## src/rtl/dontcare_pkg.sv

```systemverilog
// dontcare_pkg: shared defaults, pointer type and DONTCARE fill helper.
// DONTCARE_X_EN selects 'x fill; otherwise the fill is '0.
package dontcare_pkg;
  localparam int DC_WIDTH = 8;
  localparam int DC_DEPTH = 4;
  localparam int DC_MAX_W = 256;
  typedef logic [$clog2(DC_DEPTH)-1:0] ptr_t;
`ifdef DONTCARE_X_EN
  localparam logic DC_BIT = 1'bx;
`else
  localparam logic DC_BIT = 1'b0;
`endif
  function automatic logic [DC_MAX_W-1:0] dc_fill(input int width);
    logic [DC_MAX_W-1:0] r;
    r = '0;
    for (int i = 0; i < DC_MAX_W; i++) r[i] = (i < width) ? DC_BIT : 1'b0;
    return r;
  endfunction
endpackage

```

## src/rtl/dontcare_fifo_if.sv

```systemverilog
// dontcare_fifo_if: valid/ready producer and consumer bundle plus status.
interface dontcare_fifo_if #(parameter int WIDTH = 8, parameter int DEPTH = 4);
  logic                       in_valid;
  logic [WIDTH-1:0]           in_data;
  logic                       in_ready;
  logic                       out_valid;
  logic                       out_ready;
  logic [WIDTH-1:0]           out_data;
  logic [$clog2(DEPTH+1)-1:0] count;
  logic                       overflow;
  modport master (output in_valid, in_data, out_ready,
                  input in_ready, out_valid, out_data, count, overflow);
  modport slave (input in_valid, in_data, out_ready,
                 output in_ready, out_valid, out_data, count, overflow);
endinterface

```

## src/rtl/dontcare_fifo_mem.sv

```systemverilog
// dontcare_fifo_mem: DEPTH x WIDTH registers, sync write, async read.
// Cleared on reset unless DONTCARE_X_EN is defined.
module dontcare_fifo_mem #(parameter int WIDTH = 8, parameter int DEPTH = 4) (
  input  logic                       clock,
  input  logic                       rst_n,
  input  logic                       we,
  input  logic [$clog2(DEPTH)-1:0]   waddr,
  input  logic [WIDTH-1:0]           wdata,
  input  logic [$clog2(DEPTH)-1:0]   raddr,
  output logic [WIDTH-1:0]           rdata
);
  logic [WIDTH-1:0] mem_q [DEPTH];
  logic [WIDTH-1:0] mem_d [DEPTH];
  always_comb begin
    mem_d = mem_q;
    if (we) mem_d[waddr] = wdata;
  end
`ifdef DONTCARE_X_EN
  always_ff @(posedge clock) mem_q <= mem_d;
`else
  always_ff @(posedge clock) begin
    if (!rst_n) mem_q <= '{default: '0};
    else mem_q <= mem_d;
  end
`endif
  assign rdata = mem_q[raddr];
endmodule

```

## src/rtl/dontcare_fifo.sv

```systemverilog
// dontcare_fifo: first-word fall-through valid/ready FIFO with sticky overflow.
// DONTCARE_X_EN: out_data is 'x (else '0) while empty.
module dontcare_fifo
  import dontcare_pkg::*;
#(parameter int WIDTH = DC_WIDTH, parameter int DEPTH = DC_DEPTH) (
  input logic        clock,
  input logic        rst_n,
  dontcare_fifo_if.slave bus
);
  localparam int PW = $clog2(DEPTH);
  localparam int CW = $clog2(DEPTH + 1);
  typedef logic [WIDTH-1:0] data_t;
  logic [PW-1:0] wr_ptr_q, wr_ptr_d, rd_ptr_q, rd_ptr_d;
  logic [CW-1:0] count_q, count_d;
  logic          overflow_q, overflow_d, full, empty, push, pop;
  data_t         rdata;
  always_comb begin
    full       = count_q == CW'(DEPTH);
    empty      = count_q == '0;
    push       = bus.in_valid & ~full;
    pop        = bus.out_ready & ~empty;
    wr_ptr_d   = wr_ptr_q + PW'(push);
    rd_ptr_d   = rd_ptr_q + PW'(pop);
    count_d    = count_q + CW'(push) - CW'(pop);
    // a pop in the same cycle does not make room for a push while full
    overflow_d = overflow_q | (bus.in_valid & full);
  end
  always_ff @(posedge clock) begin
    if (!rst_n) begin
      wr_ptr_q   <= '0;
      rd_ptr_q   <= '0;
      count_q    <= '0;
      overflow_q <= 1'b0;
    end else begin
      wr_ptr_q   <= wr_ptr_d;
      rd_ptr_q   <= rd_ptr_d;
      count_q    <= count_d;
      overflow_q <= overflow_d;
    end
  end
  dontcare_fifo_mem #(.WIDTH(WIDTH), .DEPTH(DEPTH)) u_mem (
    .clock (clock),
    .rst_n (rst_n),
    .we    (push),
    .waddr (wr_ptr_q),
    .wdata (bus.in_data),
    .raddr (rd_ptr_q),
    .rdata (rdata)
  );
  assign bus.in_ready  = ~full;
  assign bus.out_valid = ~empty;
  assign bus.out_data  = empty ? data_t'(dc_fill(WIDTH)) : rdata;
  assign bus.count     = count_q;
  assign bus.overflow  = overflow_q;
endmodule
```

## src/flat_wrapper.sv

```systemverilog
// flat-port wrapper written by rule: the top's interface ports become plain ports
module dontcare_fifo_flat import dontcare_pkg::*;
#(parameter int WIDTH = DC_WIDTH, parameter int DEPTH = DC_DEPTH)
  (clock, rst_n, bus_in_valid, bus_in_data, bus_out_ready, bus_in_ready, bus_out_valid, bus_out_data, bus_count, bus_overflow);
  dontcare_fifo_if #(.WIDTH(WIDTH), .DEPTH(DEPTH)) bus_i ();
  input logic clock;
  input logic rst_n;
  input wire logic [$bits(bus_i.in_valid)-1:0] bus_in_valid;
  input wire logic [$bits(bus_i.in_data)-1:0] bus_in_data;
  input wire logic [$bits(bus_i.out_ready)-1:0] bus_out_ready;
  output wire logic [$bits(bus_i.in_ready)-1:0] bus_in_ready;
  output wire logic [$bits(bus_i.out_valid)-1:0] bus_out_valid;
  output wire logic [$bits(bus_i.out_data)-1:0] bus_out_data;
  output wire logic [$bits(bus_i.count)-1:0] bus_count;
  output wire logic [$bits(bus_i.overflow)-1:0] bus_overflow;
  assign bus_i.in_valid = bus_in_valid;
  assign bus_i.in_data = bus_in_data;
  assign bus_i.out_ready = bus_out_ready;
  assign bus_in_ready = bus_i.in_ready;
  assign bus_out_valid = bus_i.out_valid;
  assign bus_out_data = bus_i.out_data;
  assign bus_count = bus_i.count;
  assign bus_overflow = bus_i.overflow;
  dontcare_fifo #(.WIDTH(WIDTH), .DEPTH(DEPTH)) u_core (.clock(clock), .rst_n(rst_n), .bus(bus_i));
endmodule
```

## config.mk

```make
export PLATFORM = sky130hd
export DESIGN_NAME = dontcare_fifo_flat
export DESIGN_NICKNAME = d
export VERILOG_FILES = /design/src/rtl/dontcare_pkg.sv /design/src/rtl/dontcare_fifo_if.sv /design/src/rtl/dontcare_fifo_mem.sv /design/src/rtl/dontcare_fifo.sv /design/src/flat_wrapper.sv
export SDC_FILE = /design/constraint.sdc
export NUM_CORES = 1
export LEC_CHECK = 0
export ABC_AREA = 1
export ABC_CLOCK_PERIOD_IN_PS = 1600
export BUFFER_PORTS_ARGS = -buffer_cell sky130_fd_sc_hd__buf_2
export CORE_MARGIN = 1
export CORE_UTILIZATION = 52
export DETAILED_ROUTE_END_ITERATION = 8
export HOLD_SLACK_MARGIN = 0.05
export PLACE_DENSITY = 0.76
export SYNTH_ARGS = -nofsm -noshare
export SYNTH_HDL_FRONTEND = slang
export SYNTH_HIERARCHICAL = 1
export SYNTH_SLANG_ARGS = --single-unit
```

## constraint.sdc

```tcl
create_clock -name clock -period 1.6 [get_ports clock]
set_input_delay 0.08 -clock clock [delete_from_list [all_inputs] [get_ports clock]]
set_output_delay 0.08 -clock clock [all_outputs]
set_load 0.02 [all_outputs]
```

# Word-level counts from Yosys, hierarchy flattened

Cells that the tools add are included.

$add $sub $neg: 4
Order comparisons: 3
Equality and inequality tests: 1
Mux-type cells: 7
Bitwise logic cells: 8
Reductions and logical operators: 2

Operators by type and width:

| kind                                                                 | number |
|---|---|
| 32-bit bitwise mux                                                   | 1 |
| 8-bit 2-to-1 mux                                                     | 4 |
| 8-bit binary-select mux with 2-bit select                            | 1 |
| 8-bit demux with 2-bit select                                        | 1 |
| 3-bit greater-or-equal comparator, second input constant             | 2 |
| 2-bit NOT with 3-bit output                                          | 2 |
| 2-bit by 1-bit adder with 2-bit output                               | 2 |
| 3-bit by 1-bit adder with 3-bit output                               | 1 |
| 1-bit bitwise AND                                                    | 3 |
| 3-bit equality test, second input constant                           | 1 |
| 3-bit logical NOT                                                    | 1 |
| 3-bit by 1-bit < comparator with 1-bit output, second input constant | 1 |
| 3-bit by 1-bit subtractor with 3-bit output                          | 1 |
| 1-bit NOT                                                            | 2 |
| 1-bit logical AND                                                    | 1 |
| 1-bit bitwise OR                                                     | 1 |

Flip-flop bits (word level): 40
Input port bits: 12
Output and inout bits: 14
Word-level logic and storage cells: 33

# Longest topological paths before layout

Word-level depth: 6
Mapped depth: 11

# By module

The synthesis kept the hierarchy.

By module, submodules not included:

| module            | times used | cells each | area each (um2) | seq. area each (um2) |
|---|---|---|---|---|
| dontcare_fifo_mem | 1          | 252        | 1,650.3         | 640.6 |
| dontcare_fifo     | 1          | 68         | 444.2           | 160.2 |

# Least setup slack after synthesis

OpenSTA, ideal clock, no wires.

Path type: register to register
Start: register u_core.count_q[1], in the netlist u_core/bus.count[1]
End: register u_core.count_q[2], in the netlist u_core/bus.count[2]
Arrival time: 1.733 ns
Path slack: -0.246 ns
Stages on the path, launching flop included: 10
Buffers on the path: 0
Period minus slack after synthesis: 1.846 ns
Cell sequence: dfxtp_1 nor2_2 nand2_1 nand2_1 nand3_1 nand2_1 ha_1 fa_1 nor2_1 nor2_1

Longest elaborated chain between the ends: 5
Elaborated cells between the ends (all ways): 8

Ends and longest elaborated chain:

| item                                        | line                | source |
|---|---|---|
| from (decl)                                 | dontcare_fifo.sv:14 | `logic [CW-1:0] count_q, count_d;` |
| from (signal assigned)                      | dontcare_fifo.sv:37 | `count_q <= count_d;` |
| 3-bit equality test                         | dontcare_fifo.sv:18 | `full = count_q == CW'(DEPTH);` |
| 1-bit NOT                                   | -                   |  |
| via bus_in_ready                            | flat_wrapper.sv:11  | `output wire logic [$bits(bus_i.in_ready)-1:0] bus_in_ready;` |
| 1-bit bitwise AND                           | dontcare_fifo.sv:20 | `push = bus.in_valid & ~full;` |
| 3-bit by 1-bit adder with 3-bit output      | dontcare_fifo.sv:24 | `count_d = count_q + CW'(push) - CW'(pop);` |
| 3-bit by 1-bit subtractor with 3-bit output | dontcare_fifo.sv:24 |  |

The timed path passes the listed nets, and every way through them passes these cells.
A chain may end at the register's enable or synchronous reset.

# Worst setup path after layout

Start: register u_core.count_q[0], in the netlist u_core/bus.count[0]
End: register u_core.count_q[1], in the netlist u_core/bus.count[1]

Longest elaborated chain between the ends: 5
Elaborated cells between the ends (all ways): 8

Ends and longest elaborated chain:

| item                                        | line                | source |
|---|---|---|
| 3-bit equality test                         | dontcare_fifo.sv:18 |  |
| 1-bit NOT                                   | dontcare_fifo.sv:20 |  |
| 1-bit bitwise AND                           | dontcare_fifo.sv:20 |  |
| via u_core.push                             | dontcare_fifo.sv:15 | `logic overflow_q, overflow_d, full, empty, push, pop;` |
| 3-bit by 1-bit adder with 3-bit output      | dontcare_fifo.sv:24 |  |
| 3-bit by 1-bit subtractor with 3-bit output | dontcare_fifo.sv:24 |  |
| via u_core.count_d[1]                       | dontcare_fifo.sv:14 |  |

The timed path passes the listed nets, and every way through them passes these cells.

==> summary.md <==
| Metric | Value |
|---|---|
| Die area | `0.00429 sq mm` |
| Final period utilization | `106%` |
| Initial Util | `around 56%` |
| Post-synthesis cell count | `320` |
| Die height | `around 65 microns` |
| Largest net degree at the start of global routing | `41` |
| Row count | `22` |
| CTS tree | `done` |
| YS warnings | `6` |
| Status | `finished, violations left` |
| Critical-path top delay cell | `fa_2` |
| Global-route wire length before repair | `7200 microns` |
| Worst-Margin Slew | `0.415 ns` |
| Clock tree buffer depth | `2` |
| I/O Pins | `26` |
| Share of layout cells above drive strength 1 | `about a fifth` |
| Relative slew slack | `about 72%` |
| Final nets | `365` |
| Vias in the first global route | `about 1.7k` |
| Iter 0 DRT Violations | `roughly 160` |
| # diodes | `0` |
| Main combinational cell family by area after synthesis | `simple AND/OR/NAND/NOR gates` |
| Synth Net Count | `335` |
| Synth Area in Compound Gates | `between 8 and 9%` |
| DR DRC count | `0` |
| Clock latency on the worst-skew pair | `between 0.2 and 0.3 ns` |
| Hold Crit Class | `in2reg` |
| Most common cell after layout, fill and taps aside | `nand2_1` |
| Hold Fails Final Rpt | `0` |
| CP top delay family | `adder cells` |
| Final Setup Violations | `2` |
| WL per Instance | `11.0 microns` |
| WL final | `between 4000 and 5000 microns` |
| Grt total ovfl | `0` |
| Antenna violations before repair | `0` |
| Max Cap Viol | `0` |
| Last element of the critical path | `u_core/bus.count[1]` |
| Mux share of post-synthesis cell area | `0%` |
| R2R Path End | `u_core/bus.count[1]` |
| Num CTS Buffers | `5` |
| Max VDD drop | `1400 uV` |
| GR Util met2 | `38.3%` |
| CP max FO | `2` |
| Clock sink count | `40` |
| Hold-fix buffers, CTS | `0` |
| Seq cells post-synth | `40` |
| Finished Core Util | `65.5%` |
| Vias | `1915` |
| Worst Setup Start Kind | `flip-flop` |
| DRT Pass-1 Iters | `4` |
| CTS root buf | `clkbuf_8` |
| R2R setup slack | `-0.10 ns` |
| Commonest non-fill, non-tap cells in the layout | `nand2_1 (89), nor2_1 (64), inv_1 (49)` |
| CP Depth | `10` |
| Final GP Congestion | `0.705` |
| Fin. max-slew vios | `0` |
| RSZ-0062 raised after global routing | `yes` |
| Clock skew | `0.00675 ns` |
| Data required, critical path | `1.84 ns` |
| Core footprint | `0.00377 sq mm` |
| Reg2Reg Depth | `10` |
| Antenna-violating nets left | `0` |
| Violated checks | `negative setup slack` |
| Library cells used by synthesis | `23` |
| Crit path from | `u_core/bus.count[0]` |
| P per Cell Area | `1570 mW/mm^2` |
| Synth Area in Simple Gates | `between 30% and 40%` |
| Crit-path most repeated cell | `nand2_1` |
| GRT Max-Usage Layer | `met2` |
| Crit path kind | `reg2reg` |
| Overall Power | `0.00389 W` |
| P&R area growth vs syn | `18.0%` |
| Final min period | `1.70 ns` |
| Vias per cell | `4.82` |
| Crit path DAT | `1.94 ns` |
| Leakage | `1.28 nW` |
| Adder-Cell Fraction of Synth Area | `2.15%` |
| # H-tree levels | `2` |
| GR Util met3 | `6.25%` |
| Clk slew on worst S/H paths | `approximately 0.07 ns` |
| Crit path cell chain | `nor2_4, nand2_4, nand2_4, inv_2, nand2_1, nand2_1, ha_2, fa_2, nand2_1, inv_1` |
| CP bufs+invs | `2` |
| Crit path largest cell delay | `0.52 ns` |
| Final setup margin | `-0.100 ns` |
| Critical hold path startpoint | `bus_in_data[7]` |
| Synthesized cell area | `0.00209 sq mm` |
| Port buffer count | `25` |
| Seq/Total Area, Yosys | `38.2%` |
| Max frequency | `0.588 GHz` |
| R2r startpoint | `u_core/bus.count[0]` |
| Synth Area in XOR/XNOR | `0.418%` |
| Synth Area per Inst | `6.55 sq um` |
| Dpl hpwl | `2720 microns` |
| Die X | `65.5 microns` |
| Met1 Usage GRT | `27.2%` |
| Setup crit end kind | `flip-flop` |
| All-Layer GR Usage | `22.6%` |
[registers in the layout (all words and copies together) (netlist names)]
signal	count
u_core/bus.count	3
u_core/u_mem/mem_q	32
u_core/rd_ptr_q	2
u_core/wr_ptr_q	2
u_core/bus.overflow	1
[stage by stage]
step / setup TNS, ns / worst slack, ns / hold WS (ns) / instances / instance area, sq um
after floorplan: -0.0338 / -0.0206 / 0.200 / 320 / 2130
after global placement: 0 / 0.0226 / 0.356 / 386 / 2290
after detailed placement: -0.0391 / -0.0254 / 0.362 / 386 / 2290
after CTS: -0.0342 / -0.0173 / 0.0507 / 392 / 2380
after global routing: -0.313 / -0.156 / 0.0630 / 397 / 2470
final: -0.127 / -0.100 / 0.0548 / 397 / 2470
[how the worst min path moves through the flow]
stage                                   endpoint  depth (start not counted)  slack (ns)
after floorplan           u_core/u_mem/mem_q[15]                          2        0.20
after global placement     u_core/u_mem/mem_q[9]                          3        0.36
after detailed placement  u_core/u_mem/mem_q[17]                          3        0.36
after CTS                  u_core/u_mem/mem_q[7]                          3        0.05
after global routing       u_core/u_mem/mem_q[1]                          3        0.06
final                      u_core/u_mem/mem_q[7]                          3        0.05
[where the power goes]
group          internal [W]  switching, W
logic              0.000797       0.00117
clock network      0.000290      0.000322
registers           0.00119      0.000126
[per-layer routing]
metal  up-vias  part of all wire [%]
li1       1020                     -
met1       851                    47
met2        37                    48
met3         7                   3.9
met4         0                   1.7
met5         -                     0
[synth_stat cells]
cell,number,area share (%)
o211ai_1,16,5.7
buf_6,3,1.6
ha_1,2,1.2
nor2_2,3,0.90
fa_1,1,0.96
inv_1,51,9.1
o21a_1,1,0.36
nand3_2,1,0.48
clkbuf_8,1,0.66
nand4_1,1,0.30
nand3_1,9,2.2
buf_4,1,0.36
buf_2,3,0.72
nor2_1,69,12
nor2_4,1,0.54
dfxtp_1,40,38
nand2_1,91,16
nand3_4,3,2.5
clkbuf_1,6,1.1
nand2_2,5,1.5
xnor2_1,1,0.42
a21oi_1,9,2.2
inv_2,2,0.36
[worst min-delay path: cells and delay by family]
| family | cells | cell delay, ns |
|---|---|---|
| and+or+nand+nor | 2 | 0.13 |
| buffers and inverters | 1 | 0.11 |
[cell families (layout without fill, tap and decap cells)]
logic type	Yosys count	after routing
XOR/XNOR	1	1
buffers and inverters	67	96
AO/OA/AOI/OAI	26	26
AND/OR/NAND/NOR	183	183
flip-flops	40	40
adder cells (fa/ha/maj)	3	3
[what timing repair did]
| item | CTS | global route |
|---|---|---|
| gates resized for setup | 6 | 18 |
| pin swaps | 2 | 10 |
| setup buffers | 0 | 5 |
| endpoints found under the setup margin | 10 | 10 |
[area by class of cell]
type,count,area [sq um]
well taps,48,60.1
inverters,53,203
flip-flops and latches,40,810
fillers,359,1300
multi-input cells,213,1060
repair buffers,37,267
clock buffers,6,72.6
Power figures use the tool's default switching activity.
